**src/rtl/uart_pkg.sv**
```systemverilog
// Shared UART definitions: autobaud FSM states and widths common with the receiver.
package uart_pkg;

    localparam int SYNC_EDGES    = 5;
    localparam int DIVIDER_WIDTH = 16;

    typedef enum logic [2:0] {
        IDLE,
        WAIT_IDLE,
        WAIT_START,
        MEASURE,
        SETTLE,
        LOCKED,
        ERROR
    } autobaud_state_t;

endpackage

```
**src/rtl/uart_sync_edge.sv**
```systemverilog
// Two-flop synchroniser for an asynchronous line, with a registered falling-edge pulse.
// The level output is delayed to line up with the pulse: when fall=1, level=0.
module uart_sync_edge (
    input  logic clk,
    input  logic rst_n,
    input  logic din,
    output logic level,
    output logic fall
);

    logic [2:0] sh;

    always_ff @(posedge clk or negedge rst_n) begin
        if (!rst_n) begin
            sh   <= 3'b111;
            fall <= 1'b0;
        end else begin
            sh   <= {sh[1:0], din};
            fall <= sh[2] & ~sh[1];
        end
    end

    assign level = sh[2];

endmodule

```
**src/rtl/uart_rx_autobaud.sv**
```systemverilog
// Autobaud controller: measures a 0x55 sync character and releases UartRx with the derived divider.
module uart_rx_autobaud
    import uart_pkg::*;
#(
    parameter int COUNT_WIDTH     = 20,
    parameter int DEFAULT_DIVIDER = 16,
    parameter int MIN_DIVIDER     = 2,
    parameter int IDLE_CLOCKS     = 16
) (
    input  logic                     clock_i,
    input  logic                     reset_ni,
    input  logic                     start_i,
    input  logic                     serial_i,
    output logic [DIVIDER_WIDTH-1:0] clock_divider_o,
    output logic                     uart_reset_o,
    output logic                     busy_o,
    output logic                     locked_o,
    output logic                     error_o
);

    localparam int TW = COUNT_WIDTH + 2;
    localparam int RW = COUNT_WIDTH + 3;
    localparam int WW = COUNT_WIDTH + 19;
    localparam logic [COUNT_WIDTH-1:0] CNT_MAX = '1;

    logic line, fall;

    uart_sync_edge u_sync (
        .clk   (clock_i),
        .rst_n (reset_ni),
        .din   (serial_i),
        .level (line),
        .fall  (fall)
    );

    autobaud_state_t          state_q, state_d;
    logic [COUNT_WIDTH-1:0]   cnt_q, cnt_d;
    logic [COUNT_WIDTH-1:0]   run_q, run_d;
    logic [COUNT_WIDTH-1:0]   ref_q, ref_d;
    logic [TW-1:0]            total_q, total_d;
    logic [2:0]               edge_q, edge_d;
    logic [DIVIDER_WIDTH-1:0] meas_q, meas_d;
    logic [DIVIDER_WIDTH-1:0] div_q, div_d;

    // cnt holds cycles elapsed since the last restart, so on a falling edge it is the interval itself
    logic [TW-1:0]            tot_next;
    logic [RW-1:0]            rnd;
    logic [WW-1:0]            wide;
    logic [DIVIDER_WIDTH-1:0] div_calc;
    logic [COUNT_WIDTH-1:0]   diff;
    logic                     tol_bad, idle_done, settle_done;

    assign tot_next    = total_q + TW'(cnt_q);
    assign rnd         = RW'(tot_next) + RW'(4);
    assign wide        = WW'(rnd) >> 3;
    assign div_calc    = (|wide[WW-1:DIVIDER_WIDTH]) ? '1 : wide[DIVIDER_WIDTH-1:0];
    assign diff        = (cnt_q > ref_q) ? cnt_q - ref_q : ref_q - cnt_q;
    assign tol_bad     = diff > (ref_q >> 2);
    assign idle_done   = line && (32'(run_q) + 32'd1 >= 32'(IDLE_CLOCKS));
    assign settle_done = line && (32'(run_q) + 32'd1 >= 32'(meas_q));

    always_ff @(posedge clock_i or negedge reset_ni) begin
        if (!reset_ni) begin
            state_q <= IDLE;
            cnt_q   <= '0;
            run_q   <= '0;
            ref_q   <= '0;
            total_q <= '0;
            edge_q  <= '0;
            meas_q  <= DIVIDER_WIDTH'(DEFAULT_DIVIDER);
            div_q   <= DIVIDER_WIDTH'(DEFAULT_DIVIDER);
        end else begin
            state_q <= state_d;
            cnt_q   <= cnt_d;
            run_q   <= run_d;
            ref_q   <= ref_d;
            total_q <= total_d;
            edge_q  <= edge_d;
            meas_q  <= meas_d;
            div_q   <= div_d;
        end
    end

    always_comb begin
        state_d = state_q;
        cnt_d   = cnt_q;
        run_d   = run_q;
        ref_d   = ref_q;
        total_d = total_q;
        edge_d  = edge_q;
        meas_d  = meas_q;
        div_d   = div_q;
        case (state_q)
            IDLE, LOCKED, ERROR: begin
                if (start_i) begin
                    state_d = WAIT_IDLE;
                    run_d   = '0;
                end
            end
            WAIT_IDLE: begin
                run_d = line ? run_q + 1'b1 : '0;
                if (idle_done) state_d = WAIT_START;
            end
            WAIT_START: begin
                if (fall) begin
                    state_d = MEASURE;
                    cnt_d   = COUNT_WIDTH'(1);
                    total_d = '0;
                    edge_d  = 3'd1;
                end
            end
            MEASURE: begin
                if (fall) begin
                    if (edge_q != 3'd1 && tol_bad) begin
                        state_d = ERROR;
                    end else if (edge_q == 3'(SYNC_EDGES - 1)) begin
                        meas_d  = div_calc;
                        cnt_d   = COUNT_WIDTH'(1);
                        run_d   = '0;
                        state_d = (div_calc < DIVIDER_WIDTH'(MIN_DIVIDER)) ? ERROR : SETTLE;
                    end else begin
                        if (edge_q == 3'd1) ref_d = cnt_q;
                        total_d = tot_next;
                        cnt_d   = COUNT_WIDTH'(1);
                        edge_d  = edge_q + 3'd1;
                    end
                end else if (cnt_q == CNT_MAX) begin
                    state_d = ERROR;
                end else begin
                    cnt_d = cnt_q + 1'b1;
                end
            end
            SETTLE: begin
                // high-run count restarts whenever the line is low, which covers any falling edge
                run_d = line ? run_q + 1'b1 : '0;
                if (settle_done) begin
                    state_d = LOCKED;
                    div_d   = meas_q;
                end else if (cnt_q == CNT_MAX) begin
                    state_d = ERROR;
                end else begin
                    cnt_d = cnt_q + 1'b1;
                end
            end
            default: state_d = IDLE;
        endcase
    end

    assign clock_divider_o = div_q;
    assign uart_reset_o    = (state_q != LOCKED);
    assign busy_o          = (state_q inside {WAIT_IDLE, WAIT_START, MEASURE, SETTLE});
    assign locked_o        = (state_q == LOCKED);
    assign error_o         = (state_q == ERROR);

endmodule

```
**config.mk**
```make
export PLATFORM = sky130hd
export DESIGN_NAME = uart_rx_autobaud
export DESIGN_NICKNAME = d
export VERILOG_FILES = /design/src/rtl/uart_pkg.sv /design/src/rtl/uart_sync_edge.sv /design/src/rtl/uart_rx_autobaud.sv
export SDC_FILE = /design/constraint.sdc
export NUM_CORES = 1
export LEC_CHECK = 0
export BUFFER_PORTS_ARGS = -buffer_cell sky130_fd_sc_hd__buf_4
export CAP_MARGIN = 20
export CORE_MARGIN = 3
export CORE_UTILIZATION = 60
export DETAILED_ROUTE_END_ITERATION = 10
export PLACE_DENSITY = 0.77
export SLEW_MARGIN = 15
export SYNTH_ARGS = -nofsm -noshare
export SYNTH_HDL_FRONTEND = slang
export SYNTH_SLANG_ARGS = --single-unit
```
**constraint.sdc**
```tcl
create_clock -name clock_i -period 6.5 [get_ports clock_i]
set_input_delay 1.95 -clock clock_i [delete_from_list [all_inputs] [get_ports clock_i]]
set_output_delay 1.95 -clock clock_i [all_outputs]
set_load 0.01 [all_outputs]
```
; Yosys cells after proc, flatten, opt, wreduce, memory -nomap -nowiden
; Cells that the tools add are included.
[totals]
elab_cells = 100
out_inout_bits = 20
ff_bits = 124
[op_classes]
order_cmp = 5
eq_ne = 21
reduce_logical = 18
bitwise = 4
muxes = 34
n_addsub = 8
[op_table]
columns = op, n
row1 = 20-bit two-way mux, 11
row2 = 20-bit one-hot mux with 3 select lines, 2
row3 = 22-bit two-way mux, 4
row4 = 22-bit one-hot mux with 2 select lines, 1
row5 = "20-bit by 1-bit adder with 20-bit output, second input constant", 2
row6 = 20-bit subtractor, 2
row7 = 3-bit two-way mux, 12
row8 = "32-bit by 5-bit >= comparator with 1-bit output, second input constant", 1
row9 = "22-bit by 3-bit adder with 23-bit output, second input constant", 1
row10 = 22-bit by 20-bit adder with 22-bit output, 1
row11 = "20-bit by 1-bit adder with 21-bit output, second input constant", 1
row12 = 21-bit by 16-bit >= comparator with 1-bit output, 1
row13 = "20-bit == test, second input constant", 1
row14 = 20-bit by 18-bit > comparator with 1-bit output, 1
row15 = 20-bit > comparator, 1
row16 = "16-bit by 2-bit less-than comparator with 1-bit output, second input constant", 1
row17 = 16-bit two-way mux, 1
row18 = 3-bit one-hot mux with 5 select lines, 1
row19 = 5-bit AND reduction, 3
row20 = "3-bit == test, second input constant", 4
row21 = "2-bit inequality test, second input constant", 6
row22 = 4-bit AND reduction, 3
row23 = "3-bit by 1-bit == test with 1-bit output, second input constant", 2
row24 = "3-bit by 2-bit == test with 1-bit output, second input constant", 2
row25 = 18 further kinds, 25

; Depth between registers and ports, before layout
[logic_depth]
word_depth = 10
mapped_depth = 29
depth_no_buf = 26

; By module
; From an unflattened synthesis, not the netlist that was laid out.
[unflattened]
hier_cells = 1186
hier_area_um2 = 10174.8
[by_module_without_submodules]
columns = mod, seq_area_each_um2, area_each_um2, n_inst, cells_per_inst
row1 = uart_rx_autobaud, 3005.4, 10057.1, 1, 1181
row2 = uart_sync_edge, 103.8, 117.6, 1, 5

; Worst setup path before layout
; No wires, ideal clock.
[synth_path]
path_type = reg-to-reg
startpoint = register cnt_q[5]
endpoint = register total_q[18]
arrival_time_ns = 5.477
t_required_ns = 6.351
slack_ns = 0.873
path_stages_with_launch = 29
cell_sequence = dfrtp_1 -> clkbuf_1 -> inv_1 -> ha_1 -> buf_2 -> and3_1 -> a221oi_1 -> nor3_1 -> o21a_1 -> o21ai_1 -> buf_4 -> buf_1 -> clkbuf_1 -> nor2_1 -> a221oi_1 -> xnor2_1 -> ha_1 -> nand3_1 -> or3_1 -> nor3_1 -> a21oi_1 -> a21boi_0 -> mux2i_1 -> or2_1 -> a31o_2 -> buf_2 -> buf_1 -> nand2_1 -> o31ai_1
[synth_between]
elab_chain_len = 6
[synth_rtl]
columns = item, line_no
row1 = "start, declared", uart_rx_autobaud.sv:37  ; logic [COUNT_WIDTH-1:0] cnt_q, cnt_d;
row2 = "start signal, assigned", uart_rx_autobaud.sv:74  ; cnt_q <= cnt_d;
row3 = 20-bit subtractor / 20-bit > comparator (equally long branches), uart_rx_autobaud.sv:57  ; assign diff = (cnt_q > ref_q) ? cnt_q - ref_q : ref_q - cnt_q;
row4 = 20-bit two-way mux, uart_rx_autobaud.sv:57
row5 = 20-bit by 18-bit > comparator with 1-bit output, uart_rx_autobaud.sv:58  ; assign tol_bad = diff > (ref_q >> 2);
row6 = 1-bit logical AND, uart_rx_autobaud.sv:114  ; if (edge_q != 3'd1 && tol_bad) begin
row7 = 2-bit inequality test (no source line), n/a
row8 = 5-bit AND reduction (no source line), n/a
row9 = "end signal, assigned", uart_rx_autobaud.sv:77  ; total_q <= total_d;
row10 = "end, declared", uart_rx_autobaud.sv:40  ; logic [TW-1:0] total_q, total_d;
; Parallel ways exist; a longest one is shown, timed or not. The select of a mux whose other input is x is not followed.
; A chain may end at the register's enable or synchronous reset.

; Worst setup path after layout
[layout_path]
startpoint = register cnt_q[0]
endpoint = register total_q[20]
; The elaborated chain is that of the path after synthesis.

==> load_flow_metrics.sql <==
INSERT INTO impl_metrics (metric_group, metric, value, unit) VALUES
('place', 'gp_congestion', '1.01', ''),
('pwr', 'power-per-cell-area', '461', 'nW/um^2'),
('synth', 'synth.ff_latch_count', '124', ''),
('clocking', 'cts_root_buf', 'clkbuf_16', ''),
('timing', 'grt_setup_unrepaired', 'false', ''),
('floorplan', 'initial_core_util', '61.5', '%'),
('outcome', 'run_status', 'finished clean', ''),
('final_layout', 'nNetsFinal', '1358', ''),
('worst_setup_path', 'slowest_stage', 'fa_1', ''),
('timing', 'max_slew.worst_pin.slew', '1.06', 'ns'),
('final_layout', 'fill_cells', '1369', ''),
('clocking', 'cts.path.max_buffers', '2', ''),
('clocking', 'clock_sink_count', '124', ''),
('timing', 'timing.setup.tns', '0', 'ns'),
('clocking', 'tritoncts_clock_tree', 'built', ''),
('synth', 'synth_warnings', '0', ''),
('synth', 'synth.area.mux_share', '3.79', '%'),
('worst_setup_path', 'worst_setup_path_end_kind', 'flip-flop', ''),
('floorplan', 'io-pin-count', '24', ''),
('worst_hold_path', 'timing.hold.worst.start', 'u_sync.sh[0]$_DFF_PN1_', ''),
('pwr', 'total_leakage_power', '5.20', 'nW'),
('drt', 'first_pass_iters', '7', ''),
('timing', 'setup_viol', '0', ''),
('timing', 'timing_hold_violations_final', '0', ''),
('worst_setup_path', 'crit_required', '6.80', 'ns'),
('final_layout', 'diodes', '0', ''),
('worst_setup_path', 'reg2regPathDepth', '28', ''),
('pwr', 'switching_power', '0.00235', 'W'),
('drt', 'totalWireLength', '27.0', 'mm'),
('worst_setup_path', 'critPathMaxStageDelay', '0.38', 'ns'),
('worst_setup_path', 'cp_data_arrival_time', '6.40', 'ns'),
('synth', 'synth_xor_xnor_area_share', '5.21', '%'),
('global_routing', 'grt_first_pass_wirelength', '43.4', 'mm'),
('synth', 'synth-edff-count', '0', ''),
('final_layout', 'area_delta_synth_final', '10.4', '%'),
('timing', 'maxSlewViolCount', '0', ''),
('flow_run', 'cap_viol_max_count', '0', ''),
('drt', 'remaining_drc_errors', '0', ''),
('synth', 'synth_compound_gate_area_share', '24.0', '%'),
('pwr', 'pwr-share-clk', '19.7', '%'),
('worst_setup_path', 'timing.critical_path.mode_cell', 'o21ai_0', ''),
('worst_setup_path', 'timing.rr.start', 'cnt_q[0]$_DFFE_PN0P_', ''),
('clocking', 'cts_repair_resize_count', '0', ''),
('timing', 'finalCritPeriodShare', '93.9', '%'),
('worst_hold_path', 'hold_class', 'flip-flop to flip-flop', ''),
('synth', 'dominant_combinational_cell_family_by_area_after_synthesis', 'compound AO/OA/AOI/OAI gates', ''),
('timing', 'maxClockFrequency', '0.164', 'GHz'),
('synth', 'synthCells', '1247', ''),
('floorplan', 'placement_rows', '47', ''),
('synth', 'yosys.area_share.simple', '18.2', '%'),
('drt', 'vias', '9284', ''),
('drt', 'antenna_violating_nets_post_route', '0', ''),
('global_routing', 'grt_max_degree', '52', ''),
('timing', 'fin_crit', '6.10', 'ns'),
('synth', 'synth.cell_area', '10200', 'sq um'),
('clocking', 'clock_latency', '0.43', 'ns'),
('synth', 'async_flop_share', '100', '%'),
('clocking', 'htreeDepth', '4', ''),
('pwr', 'intPower', '0.00284', 'W'),
('synth', 'yosys.cell_types.count', '73', ''),
('floorplan', 'fp.dieH', '136', 'um'),
('synth', 'synth.avg_cell_area', '8.18', 'sq um'),
('worst_setup_path', 'timing.critical_path.fanout_max', '45', ''),
('floorplan', 'total_core_area', '16600', 'sq um'),
('drt', 'detail_route.wl_per_cell', '18.2', 'um'),
('synth', 'synthesis.nets', '1354', ''),
('floorplan', 'die_x', '136', 'um'),
('clocking', 'clk_pin_slew_worst_paths', '0.06', 'ns'),
('clocking', 'cts_hold_buffers', '0', ''),
('worst_setup_path', 'critical_path_class', 'flip-flop to flip-flop', ''),
('synth', 'synth_area_leaders', 'dfrtp_1, ha_1, o21ai_0, nand2_1, a21oi_1', '');
-- cell families (layout without fill, tap and decap cells) --
family,after synthesis,after routing
AOI/OAI and AO/OA,386,386
xor gates and xnor gates,59,59
adders and majority gates,104,104
buffers and inverters,141,158
DFF,124,124
muxes,36,36
and+or+nand+nor,397,397
-- registers in the layout (all words and copies together), names as in the netlist --
name             count
total_q             22
u_sync.sh            3
clock_divider_o     16
edge_q               3
ref_q               20
run_q               20
u_sync.fall          1
meas_q              16
state_q              3
cnt_q               20
-- layer usage --
metal	GRT usage, %	wire, um	up-vias
met2	43.2	11600	348
met1	43.7	12900	4386
li1	-	-	4490
met5	0	0	-
met3	4.59	1610	60
met4	12.4	926	0
-- final timing paths --
kind,slack (ns),to
max,0.40,total_q[20]$_DFFE_PN0P_
min,0.36,u_sync.sh[1]$_DFF_PN1_
max reg2reg,0.40,total_q[20]$_DFFE_PN0P_
min reg2reg,0.36,u_sync.sh[1]$_DFF_PN1_
max in group asynchronous,4.11,ref_q[1]$_DFFE_PN0P_
min in group asynchronous,1.43,run_q[11]$_DFFE_PN0P_
-- cell usage in the layout, fill, tap and decap left out, types with 6 or more instances in the layout --
| cell type | Yosys | final |
|---|---|---|
| o211ai_1 | 6 | 6 |
| nor2b_1 | 11 | 11 |
| a22o_1 | 6 | 6 |
| clkbuf_16 | 0 | 17 |
| inv_6 | 0 | 6 |
| nand3_1 | 37 | 37 |
| xor2_1 | 22 | 22 |
| buf_4 | 1 | 51 |
| a31o_2 | 6 | 6 |
| nand2b_1 | 11 | 11 |
| nand4_1 | 23 | 23 |
| a21o_1 | 33 | 33 |
| mux2_2 | 21 | 21 |
| o21a_1 | 12 | 12 |
| ha_1 | 100 | 100 |
| and2_1 | 8 | 8 |
| or3_1 | 6 | 6 |
| o41ai_1 | 6 | 6 |
| o31ai_1 | 26 | 26 |
| dfrtp_1 | 119 | 119 |
| o21ai_0 | 111 | 111 |
| nor3_1 | 22 | 22 |
| nor4_1 | 10 | 10 |
| nand2_1 | 134 | 134 |
| inv_1 | 74 | 74 |
| o21bai_1 | 8 | 8 |
| a211oi_1 | 14 | 14 |
| and3_1 | 12 | 12 |
| nor2_1 | 102 | 101 |
| mux2i_1 | 15 | 15 |
| a31oi_1 | 16 | 16 |
| a21oi_1 | 99 | 99 |
| xnor2_1 | 35 | 35 |
-- critical path: cells and delay by family (launching register included) --
kind,cells,cell delay (ns)
xor+xnor,1,0.15
flops,1,0.37
buf+inv,4,0.59
mux,2,0.39
compound gates,15,2.91
simple gates,3,0.70
fa+ha+maj,3,0.82
-- final cells by class --
cell class                      count  area, sq um  share of cell area [%]
Inverter                           75          282                    2.50
Sequential cell                   124         3110                    27.6
Clock buffer                       17          425                    3.78
Multi-Input combinational cell    982         6570                    58.4
Clock inverter                     15          209                    1.86
Tap cell                          220          275                    2.45
Timing Repair Buffer               51          383                    3.40
-- power groups by stage --
stage	clock [W]	combinational, W	sequential, W
6_report	0.00102	0.00316	0.000998
3_5_place_dp	0	0.00302	0.00101
3_3_place_gp	0	0.00299	0.00100
2_1_floorplan	0	0.00229	0.000962
5_1_grt	0.00107	0.00348	0.00102
4_1_cts	0.00103	0.00306	0.000995
-- synth_stat cells, types with 8 or more instances --
cell,number
dfrtp_1,119
ha_1,100
a211oi_1,14
nand2_1,134
mux2_2,21
and3_1,12
a21o_1,33
o21a_1,12
o21bai_1,8
clkbuf_1,52
xor2_1,22
a21oi_1,99
a31oi_1,16
buf_2,9
nor2b_1,11
o31ai_1,26
and2_1,8
nand4_1,23
nor2_1,102
nor4_1,10
o21ai_0,111
nand2b_1,11
nand3_1,37
xnor2_1,35
nor3_1,22
inv_1,74
mux2i_1,15
-- metrics by stage --
stage / hold slack (ns) / setup slack, ns / instance area [sq um]
finish: 0.358 / 0.397 / 11300
global route: 0.371 / 0.00636 / 11300
CTS: 0.362 / 0.339 / 11200
detailed placement: 0.351 / 0.343 / 10600
global placement: 0.348 / 0.552 / 10600
floorplan: 0.345 / 0.873 / 10200
(Power assumes the default switching activity.)
